File: config.mk
export PLATFORM = sky130hd
export DESIGN_NAME = demosaic_wsum_clamp
export DESIGN_NICKNAME = d
export VERILOG_FILES = /design/src/rtl/demosaic_wsum_clamp.sv
export SDC_FILE = /design/constraint.sdc
export NUM_CORES = 1
export LEC_CHECK = 0
export ABC_AREA = 1
export BUFFER_PORTS_ARGS = -buffer_cell sky130_fd_sc_hd__buf_2
export CORE_MARGIN = 2
export CORE_UTILIZATION = 35
export DETAILED_ROUTE_END_ITERATION = 8
export PLACE_DENSITY = 0.51
export SYNTH_ARGS = -nofsm -noshare
export SYNTH_HDL_FRONTEND = slang
export SYNTH_SLANG_ARGS = --single-unit
File: constraint.sdc
create_clock -name ap_clk -period 3.5 [get_ports ap_clk]
set_input_delay 0.35 -clock ap_clk [delete_from_list [all_inputs] [get_ports ap_clk]]
set_output_delay 0.35 -clock ap_clk [all_outputs]
set_load 0.01 [all_outputs]
File: src/rtl/demosaic_wsum_clamp.sv
// demosaic_wsum_clamp
//   Accumulates TAPS signed products per output pixel, then rounds half-up by
//   SHIFT bits, clamps the result to [0, 2^OUT_W-1] and holds it in a single
//   registered output slot on a valid/ready stream.
//
// Ports
//   ap_clk   : clock, rising edge
//   ap_rst   : synchronous active-high reset
//   s_prod   : signed product input (IN_W)
//   s_valid  : s_prod / s_last valid
//   s_ready  : input accepted this cycle (~m_valid | m_ready)
//   s_last   : end-of-line marker, sampled on the final tap only
//   m_pix    : rounded, clamped pixel (OUT_W)
//   m_valid  : m_pix / m_last valid
//   m_ready  : downstream accepts output
//   m_last   : end-of-line flag of this pixel
//   tap_idx  : index of the next tap expected
module demosaic_wsum_clamp #(
  parameter int IN_W  = 28,
  parameter int TAPS  = 4,
  parameter int SHIFT = 16,
  parameter int OUT_W = 8
) (
  input  logic                     ap_clk,
  input  logic                     ap_rst,
  input  logic [IN_W-1:0]          s_prod,
  input  logic                     s_valid,
  output logic                     s_ready,
  input  logic                     s_last,
  output logic [OUT_W-1:0]         m_pix,
  output logic                     m_valid,
  input  logic                     m_ready,
  output logic                     m_last,
  output logic [$clog2(TAPS)-1:0]  tap_idx
);

  localparam int CNT_W = $clog2(TAPS);
  localparam int ACC_W = IN_W + CNT_W;
  localparam logic [ACC_W:0]   HALF    = {{ACC_W{1'b0}}, 1'b1} << (SHIFT - 1);
  localparam logic [CNT_W-1:0] LAST_T  = CNT_W'(TAPS - 1);
  localparam logic [OUT_W-1:0] PIX_MAX = '1;

  logic [CNT_W-1:0]        tap_cnt;
  logic signed [ACC_W-1:0] acc, prod_x, sum;
  logic signed [ACC_W:0]   rnd, r;
  logic [OUT_W-1:0]        pix_c;
  logic                    in_xfer, out_xfer, last_tap;

  assign s_ready  = ~m_valid | m_ready;
  assign in_xfer  = s_valid & s_ready;
  assign out_xfer = m_valid & m_ready;
  assign last_tap = (tap_cnt == LAST_T);
  assign tap_idx  = tap_cnt;

  assign prod_x = {{CNT_W{s_prod[IN_W-1]}}, s_prod};
  assign sum    = acc + prod_x;
  // one guard bit so adding the rounding constant can never overflow
  assign rnd    = {sum[ACC_W-1], sum} + HALF;
  assign r      = rnd >>> SHIFT;

  always_comb begin
    pix_c = r[OUT_W-1:0];
    if (r[ACC_W])                 pix_c = '0;
    else if (|r[ACC_W-1:OUT_W])   pix_c = PIX_MAX;
  end

  always_ff @(posedge ap_clk) begin
    if (ap_rst) begin
      tap_cnt <= '0;
      acc     <= '0;
      m_valid <= 1'b0;
      m_pix   <= '0;
      m_last  <= 1'b0;
    end else begin
      if (out_xfer) m_valid <= 1'b0;
      if (in_xfer) begin
        if (last_tap) begin
          // reload wins over the drain, so m_valid stays high
          m_pix   <= pix_c;
          m_last  <= s_last;
          m_valid <= 1'b1;
          tap_cnt <= '0;
        end else begin
          acc     <= (tap_cnt == '0) ? prod_x : sum;
          tap_cnt <= tap_cnt + CNT_W'(1);
        end
      end
    end
  end

endmodule
==> key figures, run 1 <==
Outcome
  • Status: completed

Placed design
  • Routability cong.: 0.9038
  • Cell Count Post-Placement: 1,004
  • Port bufs: between 40 and 50
  • Hpwl dp: 11,630 µm

Global routing
  • GRT Total Usage: 20.35%
  • First-pass GRT wire length: 23,490 µm
  • Initial antenna violation count: 0
  • Via count of the first global-routing pass: between 4,000 and 5,000
  • Largest net degree at the start of global routing: 31
  • Total gr overflow: 0

Worst setup path
  • CP startpoint kind: flop
  • Reg2reg end: m_pix[6]$_SDFFE_PP0P_
  • Critical Path Most Common Cell: nand2_1
  • Critical Path AT: 3210 ps
  • Buf/Inv on CP: 1
  • Top delay family on crit path: simple AND/OR/NAND/NOR gates
  • Worst path max stage delay: about 470 ps
  • Crit Path Class: reg2reg
  • CP Cell Sequence: ha_1 -> fa_1 -> nand3_1 -> nand3_1 -> nand2_1 -> nand2_2 -> nand2_2 -> nand2_1 -> nand2_1 -> nand2_2 -> inv_2 -> ha_1 -> nand2_1 -> nor2_4 -> nand3_1 -> nand2_1 -> nand2_1 -> nor2_4 -> nand4_1 -> nand2_1 -> a21oi_2
  • Slowest cell on crit path: fa_1
  • Critical Path Source: acc[0]$_SDFFE_PP0P_
  • CP Max Fanout: 8
  • WP data required: 3680 ps
  • FF-to-FF setup slack: approximately 470 ps
  • Cell depth of the worst flop-to-flop path: 21
  • Setup crit end kind: flop
  • R2r startpoint: acc[0]$_SDFFE_PP0P_

Hold path
  • HP Start: s_last
  • Tightest Hold Check Type: in2reg
  • Hold path depth: 3
  • Hold Path Sink: m_last$_SDFFE_PP0P_

STA
  • RSZ-0062 raised after global routing: no
  • Setup-failing EPs final: 0
  • Clock Skews: 6.581 ps
  • Count of final hold-check violations: 0
  • Worst slew margin: slightly above 40%
  • Final period utilization: 86.68%
  • Actual slew at the worst max-slew pin: 877.4 ps
  • Highest attainable clock frequency: 0.3296 GHz
  • Final Max Slew Viols: 0
  • Minimum clock period: between 3000 and 4000 ps
  • Hold Slack: 272.1 ps
  • Fin Setup TNS: 0 ps

Synthesis
  • Post-Syn Area: roughly 0.0047 mm²
  • Synth area leader: nand2_1
  • Async set or reset register ratio after synthesis: 0%
  • Post-synth cell types: 34
  • Top cells by count, synth: 265 x nand2_1, 111 x inv_1, 65 x a21oi_1
  • Synth top area share: about a fifth
  • Yosys warns: 0
  • Mapped Nets: 861
  • Count leader, synth: nand2_1
  • Synth Area per Inst: 5.959 µm²
  • EDFF count, synth: 0
  • Area contributors post-synth: nand2_1 21%, dfxtp_1 18%, inv_1 8.8%
  • Seq/Total Area, Yosys: 17.75%
  • Ys flop type: dfxtp_1
  • Post-synthesis sequential element count: 42
  • Synth Instances: 795

Routing
  • DRT Pass-1 Iters: 5
  • Via count: a little under 5,000
  • Wire per inst: approximately 14 µm
  • Final WL: 14,330 µm
  • Drt first-iter violations: approximately 250
  • Post-route ant nets: 0
  • DRC: 0
  • Vias per inst: roughly 4.9

Layout
  • Share of cells above drive strength 1: 18.66%
  • Ant. Diodes: 0
  • Layout area overhead: 12.49%
  • Nets: 901
  • Fin util: between 40 and 50%
  • Post-Layout Cell Count: between 1,000 and 1,500

Power
  • VDD IR max: 315.0 µV
  • P_leak: between 2 and 3 nW
  • Total design power: 2.138 mW
  • Pwr Density: 401.3 mW/mm²

Floorplanning
  • Core area: 0.01324 mm²
  • Die Wd: 120.3 µm
  • Die span in y: 120.3 µm
  • Initial core utilization: 35.77%
  • Row count: 42
  • Die area: 0.01448 mm²
  • IO Count: 46

Clocking
  • Worst skew pair latency: 300 ps
  • CTS Buffer Depth: 2
  • H-tree depth: 2
  • CTS tree: yes
  • Clock Tree Root: clkbuf_16
  • Number of hold buffers added after cts: 0
  • Clock sink total: 42
  • PostCTS Resize Cnt: 0
  • CTS buffer count: 5
  • Postcts setup bufs: 0
  • Clock transition at path regs: ~70 ps

Job
  • Max-cap viol count: 0
-- layout make-up --
type,instances,area [µm²]
fill,1489,7914
multi-input combinational,610,3362
sequential,42,840.8
inverter,126,473.0
timing repair buffer,50,262.8
tap,176,220.2
clock buffer,5,125.1
clock inverter,3,45.04
-- worst min-delay path, stage by stage --
cell,delay (ps)
buf_2,80
nor2_1,40
nor2_1,80
-- cells in the final DEF (no fill, tap or decap), types with 15 or more instances in the layout --
cell type  instances
nand2_1          265
o21ai_0           27
nand4_1           21
inv_1            111
nor2_1            41
nor2_2            15
nand2_2           30
dfxtp_1           42
xor2_1            17
ha_1              32
buf_2             45
nand3_1           34
a21oi_1           65
-- per-stage QoR --
stage          worst slack [ps]  cell area (µm²)
2_1_floorplan             664.0             4737
3_3_place_gp              402.0             5159
3_5_place_dp              280.8             5159
4_1_cts                   452.2             5329
5_1_grt                   218.3             5329
6_report                  466.2             5329
-- report_power, final --
part	internal, mW	switching (mW)
logic	0.327	0.700
registers	0.519	0.0223
clock network	0.337	0.233
total	1.18	0.955
-- sequential cells by signal, summed over array words and instances (netlist names) --
register and flops:
acc 30, m_last 1, m_pix 8, m_valid 1, tap_idx 2
-- cell families after synthesis --
kind of cell,Yosys count,synth area share (%)
buffers and inverters,143,11.33
AO/OA/AOI/OAI,114,13.34
XOR/XNOR,19,3.513
AND/OR/NAND/NOR,444,45.19
adder cells (fa/ha/maj),33,8.875
flip-flops,42,17.75
-- how the worst max path moves through the flow --
stage	end	slack (ps)	depth (start not counted)
after floorplan	m_pix[1]$_SDFFE_PP0P_	660	21
after global placement	m_pix[2]$_SDFFE_PP0P_	400	22
after detailed placement	m_pix[6]$_SDFFE_PP0P_	280	22
after CTS	m_pix[7]$_SDFFE_PP0P_	450	21
after global routing	m_pix[7]$_SDFFE_PP0P_	220	21
final	m_pix[6]$_SDFFE_PP0P_	470	21
-- metal layers --
layer	vias up	GRT usage (%)	wire, µm
met1	2233	29.17	7319
li1	2590	-	-
met4	0	4.360	213
met3	13	3.349	632
met5	-	0	0
met2	105	32.10	6169
Power figures use the tool's default switching activity.
==> run 2: changes to the inputs <==
--- a/config.mk
+++ b/config.mk
@@ -7,10 +7,12 @@
 export LEC_CHECK = 0
 export ABC_AREA = 1
 export BUFFER_PORTS_ARGS = -buffer_cell sky130_fd_sc_hd__buf_2
+export CAP_MARGIN = 0
 export CORE_MARGIN = 2
 export CORE_UTILIZATION = 35
 export DETAILED_ROUTE_END_ITERATION = 8
-export PLACE_DENSITY = 0.51
+export PLACE_DENSITY = 0.61
+export SETUP_SLACK_MARGIN = 0.5
 export SYNTH_ARGS = -nofsm -noshare
 export SYNTH_HDL_FRONTEND = slang
 export SYNTH_SLANG_ARGS = --single-unit
==> key figures, run 2 (synthesized netlist as in run 1, its figures left out) <==
Outcome
  • Status: completed (unchanged)

Power
  • Net Sw Frac: 45.79% (was 44.66%)
  • P_int: 1.140 mW (was 1.184 mW)
  • P_sw: 0.9627 mW (was 0.9549 mW)
  • Combinational Power Share: 50.7% (was 48.0%)
  • Pwr Density: 385.4 mW/mm² (was 401.3 mW/mm²)
  • Clock share of power: 23.4% (was 26.7%)
  • VDD IR max: 195.1 µV (was 315.0 µV)
  • P_leak: 2.782 nW (was 2.766 nW)
  • Sequential power share: 25.8% (was 25.3%)

STA
  • Setup-failing EPs final: 0 (unchanged)
  • Actual slew at the worst max-slew pin: 651.2 ps (was 877.4 ps)
  • Hold Slack: 281.6 ps (was 272.1 ps)
  • Fin Setup TNS: 0 ps (unchanged)
  • Count of final hold-check violations: 0 (unchanged)
  • Final period utilization: 80.32% (was 86.68%)
  • Clock Skews: 5.327 ps (was 6.581 ps)
  • Highest attainable clock frequency: 0.3557 GHz (was 0.3296 GHz)
  • RSZ-0062 raised after global routing: no (unchanged)
  • Worst slew margin: 56.54% (was 41.51%)
  • Min setup slack post-route: 688.8 ps (was 466.2 ps)
  • Minimum clock period: 2811 ps (was 3034 ps)
  • Final Max Slew Viols: 0 (unchanged)

Worst setup path
  • Setup crit end kind: flop (unchanged)
  • R2r startpoint: acc[0]$_SDFFE_PP0P_ (unchanged)
  • Critical Path AT: 2990 ps (was 3210 ps)
  • WP data required: 3680 ps (about the same)
  • Critical Path Most Common Cell: nand2_1 (unchanged)
  • Slowest cell on crit path: fa_2 (was fa_1)
  • CP Max Fanout: 8 (unchanged)
  • Crit Path Class: reg2reg (unchanged)
  • CP startpoint kind: flop (unchanged)
  • CP Cell Sequence: ha_4 -> fa_2 -> nand3_2 -> nand3_2 -> nand2_1 -> nand2_2 -> nand2_2 -> nand2_1 -> nand2_1 -> nand2_2 -> inv_4 -> ha_4 -> nand2_1 -> nor2_4 -> nand3_1 -> nand2_1 -> nand2_1 -> nor2_4 -> nand4_1 -> nand2_1 -> a21oi_2 (was ha_1 -> fa_1 -> nand3_1 -> nand3_1 -> nand2_1 -> nand2_2 -> nand2_2 -> nand2_1 -> nand2_1 -> nand2_2 -> inv_2 -> ha_1 -> nand2_1 -> nor2_4 -> nand3_1 -> nand2_1 -> nand2_1 -> nor2_4 -> nand4_1 -> nand2_1 -> a21oi_2)
  • Worst path max stage delay: 430 ps (was 470 ps)
  • Critical Path Source: acc[0]$_SDFFE_PP0P_ (unchanged)

Hold path
  • Tightest Hold Check Type: in2reg (unchanged)
  • HP Start: s_last (unchanged)

Routing
  • Drt first-iter violations: 322 (was 251)
  • Final WL: 13,550 µm (was 14,330 µm)
  • DRC: 0 (unchanged)
  • Vias per inst: 4.837 (was 4.882)
  • Via count: 4,914 (was 4,941)
  • Post-route ant nets: 0 (unchanged)
  • DRT Pass-1 Iters: 5 (unchanged)
  • Wire per inst: 13.33 µm (was 14.16 µm)

Floorplanning
  • Row count: 42 (unchanged)
  • IO Count: 46 (unchanged)
  • Core area: 0.01324 mm² (unchanged)
  • Die span in y: 120.3 µm (unchanged)
  • Die area: 0.01448 mm² (unchanged)
  • Initial core utilization: 35.77% (unchanged)
  • Die Wd: 120.3 µm (unchanged)

Layout
  • Ant. Diodes: 0 (unchanged)
  • Post-Layout Cell Count: 1,016 (was 1,012)
  • Fillers: 1,476 (was 1,489)
  • Layout area overhead: 15.16% (was 12.49%)
  • Share of cells above drive strength 1: 21.19% (was 18.66%)
  • Max FFs per register: 30 (unchanged)
  • Nets: 905 (was 901)
  • Commonest non-fill, non-tap cell in the layout: nand2_1 (unchanged)
  • Most frequent cells in the layout: 263 x nand2_1, 111 x inv_1, 64 x a21oi_1 (was 265 x nand2_1, 111 x inv_1, 65 x a21oi_1)
  • Register name with the most flops: acc (unchanged)

Job
  • Max-cap viol count: 0 (unchanged)

Placed design
  • Hpwl dp: 10,770 µm (was 11,630 µm)
  • Pre-CTS setup slack: 344.3 ps (was 280.8 ps)
  • Routability cong.: 0.9008 (was 0.9038)
  • Port bufs: 45 (unchanged)
  • Cell Count Post-Placement: 1,004 (unchanged)

Global routing
  • First-pass GRT wire length: 22,690 µm (was 23,490 µm)
  • Initial antenna violation count: 0 (unchanged)
  • GRT Total Usage: 19.56% (was 20.35%)
  • Total gr overflow: 0 (unchanged)
  • Via count of the first global-routing pass: 4,671 (was 4,668)
  • Largest net degree at the start of global routing: 30 (was 31)

Clocking
  • Clock transition at path regs: 70 ps (about the same)
  • Number of hold buffers added after cts: 0 (unchanged)
  • Clock sink total: 42 (unchanged)
  • CTS Buffer Depth: 2 (unchanged)
  • CTS buffer count: 5 (unchanged)
  • Clock Tree Root: clkbuf_16 (unchanged)
  • CTS tree: yes (unchanged)
  • Worst skew pair latency: 300 ps (about the same)
  • H-tree depth: 2 (unchanged)
run 2: cell types whose count changed in the layout (fill, tap and decap cells not counted), moves of 3 or more:
cell     previous run  this run
buf_4               5         8
nand3_2             8        11
ha_4                0         3
nor2_1             41        38
nand3_1            34        30
ha_1               32        26
ha_2                0         3
run 2: per-layer routing:
layer	vias to the layer above	global-route usage, %	wire [µm]	part of all wire (%)
met1	2204	28.08	7011	52
met3	9	3.396	551	4.1
met4	0	4.288	159	1.2
met2	98	30.61	5824	43
met5	-	0	0	0
li1	2603	-	-	-
run 2: through the flow:
step,total power [mW],utilization (%),instance area (µm²)
floorplan,1.316,-,4737
global placement,1.563,39.05,5171
detailed placement,1.559,39.05,5171
CTS,2.069,40.17,5320
global route,2.274,41.19,5455
finish,2.102,41.19,5455
run 2: area by class of cell:
class | count | area [µm²] | share of cell area, %
Clock inverter | 3 | 23.77 | 0.4358
Timing Repair Buffer | 54 | 305.3 | 5.596
Tap cell | 176 | 220.2 | 4.037
Sequential cell | 42 | 842.1 | 15.44
Inverter | 126 | 475.5 | 8.716
Multi-Input combinational cell | 610 | 3463 | 63.49
Clock buffer | 5 | 125.1 | 2.294
run 2: power by group through the flow:
stage	Combinational [mW]	Sequential (mW)	Clock (mW)
final	1.07	0.543	0.493
after global routing	1.20	0.548	0.528
after global placement	1.01	0.552	0
after CTS	1.01	0.541	0.513
after detailed placement	1.01	0.552	0
after floorplan	0.767	0.549	0
run 2: worst max-delay path, delay by kind of cell, from the launching register on:
family          cells  cell delay, ps
compound gates      1              50
fa+ha+maj           3             750
buf+inv             1              80
flops               1             330
simple gates       16            1480
run 2: path summary, 6_finish.rpt:
kind,end,slack [ps],depth (start not counted)
setup / recovery,m_pix[0]$_SDFFE_PP0P_,690,21
hold / removal,m_last$_SDFFE_PP0P_,280,3
setup reg to reg,m_pix[0]$_SDFFE_PP0P_,690,21
hold reg to reg,acc[16]$_SDFFE_PP0P_,470,2
run 2: repair_timing:
action                     in CTS  in global routing
setup endpoints to repair       0                  8
resized for setup               0                 25
buffers inserted                0                  4
==> run 3: changes to the inputs <==
--- a/config.mk
+++ b/config.mk
@@ -11,7 +11,7 @@
 export CORE_MARGIN = 2
 export CORE_UTILIZATION = 35
 export DETAILED_ROUTE_END_ITERATION = 8
-export PLACE_DENSITY = 0.61
+export PLACE_DENSITY = 0.63
 export SETUP_SLACK_MARGIN = 0.5
 export SYNTH_ARGS = -nofsm -noshare
 export SYNTH_HDL_FRONTEND = slang
==> constraint.sdc (replaced) <==
create_clock -name ap_clk -period 2.45 [get_ports ap_clk]
set_input_delay 0.245 -clock ap_clk [delete_from_list [all_inputs] [get_ports ap_clk]]
set_output_delay 0.245 -clock ap_clk [all_outputs]
set_load 0.01 [all_outputs]
==> key figures, run 3 (synthesized netlist as in run 1, its figures left out) <==
Outcome
  • Status: finished with violations (was completed)
  • Failing checks: setup timing

STA
  • Actual slew at the worst max-slew pin: 696.6 ps (was 651.2 ps)
  • Min setup slack post-route: -219.5 ps (was 688.8 ps)
  • RSZ-0062 raised after global routing: yes (was no)
  • Worst slew margin: 53.51% (was 56.54%)
  • Final period utilization: 109.0% (was 80.32%)
  • Highest attainable clock frequency: 0.3746 GHz (was 0.3557 GHz)
  • Hold Slack: 156.7 ps (was 281.6 ps)
  • Minimum clock period: 2669 ps (was 2811 ps)
  • Clock Skews: 9.580 ps (was 5.327 ps)
  • Final Max Slew Viols: 0 (unchanged)
  • Setup-failing EPs final: 8 (was 0)
  • Count of final hold-check violations: 0 (unchanged)

Power
  • Clock share of power: 19.9% (was 23.4%)
  • Net Sw Frac: 42.61% (was 45.79%)
  • Sequential power share: 19.8% (was 25.8%)
  • Pwr Density: 547.0 mW/mm² (was 385.4 mW/mm²)
  • VDD IR max: 356.8 µV (was 195.1 µV)
  • Combinational Power Share: 60.3% (was 50.7%)
  • P_leak: 3.641 nW (was 2.782 nW)
  • P_int: 2.329 mW (was 1.140 mW)
  • P_sw: 1.729 mW (was 0.9627 mW)

Clocking
  • Worst skew pair latency: 310 ps (was 300 ps)
  • H-tree depth: 2 (unchanged)
  • CTS tree: yes (unchanged)
  • Clock Tree Root: clkbuf_16 (unchanged)
  • CTS Buffer Depth: 2 (unchanged)
  • CTS buffer count: 5 (unchanged)
  • Clock transition at path regs: 70 ps (about the same)
  • Clock sink total: 42 (unchanged)
  • Number of hold buffers added after cts: 0 (unchanged)

Worst setup path
  • Slowest cell on crit path: dfxtp_2 (was fa_2)
  • Setup crit end kind: flop (unchanged)
  • Critical Path AT: 2870 ps (was 2990 ps)
  • Critical Path Most Common Cell: nand2_1 (unchanged)
  • Top delay family on crit path: simple AND/OR/NAND/NOR gates (unchanged)
  • Crit Path Class: reg2reg (unchanged)
  • CP Cell Sequence: ha_4 -> nand2_4 -> buf_6 -> nor2_4 -> nand2_2 -> nand2_1 -> nand2_1 -> nand3_1 -> nand2_1 -> nand2_2 -> nand2_4 -> nor2_4 -> nand3_2 -> nand2_2 -> inv_2 -> nor2_4 -> nand4_1 -> nand2_1 -> a21oi_2 (was ha_4 -> fa_2 -> nand3_2 -> nand3_2 -> nand2_1 -> nand2_2 -> nand2_2 -> nand2_1 -> nand2_1 -> nand2_2 -> inv_4 -> ha_4 -> nand2_1 -> nor2_4 -> nand3_1 -> nand2_1 -> nand2_1 -> nor2_4 -> nand4_1 -> nand2_1 -> a21oi_2)
  • WP data required: 2650 ps (was 3680 ps)
  • Buf/Inv on CP: 2 (was 1)
  • CP startpoint kind: flop (unchanged)
  • CP Max Fanout: 8 (unchanged)
  • Worst path max stage delay: 330 ps (was 430 ps)

Routing
  • Final WL: 16,350 µm (was 13,550 µm)
  • DRT Pass-1 Iters: 5 (unchanged)
  • DRC: 0 (unchanged)
  • Vias per inst: 4.926 (was 4.837)
  • Post-route ant nets: 0 (unchanged)
  • Via count: 5,596 (was 4,914)
  • Drt first-iter violations: 432 (was 322)
  • Wire per inst: 14.39 µm (was 13.33 µm)

Floorplanning
  • IO Count: 46 (unchanged)
  • Row count: 42 (unchanged)
  • Die area: 0.01448 mm² (unchanged)
  • Core area: 0.01324 mm² (unchanged)
  • Die span in y: 120.3 µm (unchanged)
  • Die Wd: 120.3 µm (unchanged)
  • Initial core utilization: 35.77% (unchanged)

Placed design
  • Hpwl dp: 11,470 µm (was 10,770 µm)
  • Routability cong.: 0.9490 (was 0.9008)
  • Port bufs: 45 (unchanged)
  • Placed Area: 0.005918 mm² (was 0.005171 mm²)
  • Cell Count Post-Placement: 1,097 (was 1,004)
  • Pre-CTS setup slack: -312.2 ps (was 344.3 ps)

Layout
  • Design Area, Final: 0.007418 mm² (was 0.005455 mm²)
  • Max FFs per register: 30 (unchanged)
  • Share of cells above drive strength 1: 49.17% (was 21.19%)
  • Register name with the most flops: acc (unchanged)
  • Layout area overhead: 56.60% (was 15.16%)
  • Ant. Diodes: 0 (unchanged)
  • Fin util: 56.02% (was 41.19%)
  • Fillers: 1,220 (was 1,476)
  • Most frequent cells in the layout: 191 x nand2_1, 103 x buf_4, 102 x inv_1 (was 263 x nand2_1, 111 x inv_1, 64 x a21oi_1)
  • Post-Layout Cell Count: 1,136 (was 1,016)
  • Nets: 1,025 (was 905)
  • Commonest non-fill, non-tap cell in the layout: nand2_1 (unchanged)

Global routing
  • First-pass GRT wire length: 26,050 µm (was 22,690 µm)
  • Total gr overflow: 0 (unchanged)
  • Via count of the first global-routing pass: 5,400 (was 4,671)
  • GRT Total Usage: 22.34% (was 19.56%)
  • Initial antenna violation count: 0 (unchanged)
  • Largest net degree at the start of global routing: 40 (was 30)

Hold path
  • Tightest Hold Check Type: in2reg (unchanged)

Job
  • Max-cap viol count: 0 (unchanged)
-- run 3: power groups by stage --
stage	sequential (mW)	combinational [mW]	clock, mW
after floorplan	0.786	1.12	0
after global placement	0.789	1.81	0
final	0.803	2.45	0.808
after global routing	0.811	2.66	0.849
after CTS	0.796	2.13	0.826
after detailed placement	0.790	1.81	0
-- run 3: what timing repair did --
action                     in CTS  in global routing
pin swaps                      53                 70
resized for setup             121                142
buffers inserted               19                 12
setup endpoints to repair      22                 27
-- run 3: path summary, 6_finish.rpt --
kind | depth (start not counted) | slack [ps] | startpoint | endpoint
setup / recovery | 19 | -220 | acc[12]$_SDFFE_PP0P_ | m_pix[3]$_SDFFE_PP0P_
hold reg to reg | 2 | 470 | acc[25]$_SDFFE_PP0P_ | acc[25]$_SDFFE_PP0P_
hold / removal | 3 | 160 | s_last | m_last$_SDFFE_PP0P_
setup reg to reg | 19 | -220 | acc[12]$_SDFFE_PP0P_ | m_pix[3]$_SDFFE_PP0P_
-- run 3: cell type report --
type	count	area (µm²)	area share, %
Timing Repair Buffer	174	1291	17.41
Multi-Input combinational cell	610	4392	59.20
Sequential cell	42	868.3	11.71
Clock inverter	3	43.79	0.5903
Tap cell	176	220.2	2.968
Inverter	126	478.0	6.443
Clock buffer	5	125.1	1.687
-- run 3: per-stage QoR --
step | setup TNS, ps | power (mW)
finish | -1650 | 4.058
global placement | -2438 | 2.600
detailed placement | -2378 | 2.603
global route | -3162 | 4.317
CTS | -1485 | 3.757
floorplan | -1266 | 1.910
-- run 3: worst reg2reg max path, stage by stage, from the launching register on --
cell     delay (ps)
dfxtp_2         330
ha_4            300
nand2_4          70
buf_6           120
nor2_4          170
nand2_2         100
nand2_1         100
nand2_1          90
nand3_1         100
nand2_1          80
nand2_2         110
nand2_4          90
nor2_4          210
nand3_2         120
nand2_2          90
inv_2            40
nor2_4          170
nand4_1         120
nand2_1          90
a21oi_2          50
-- run 3: per-layer routing --
metal	GRT usage, %	wire length, µm
met5	0	0
met4	8.067	439
met3	2.594	737
met2	36.54	7675
met1	30.32	7499
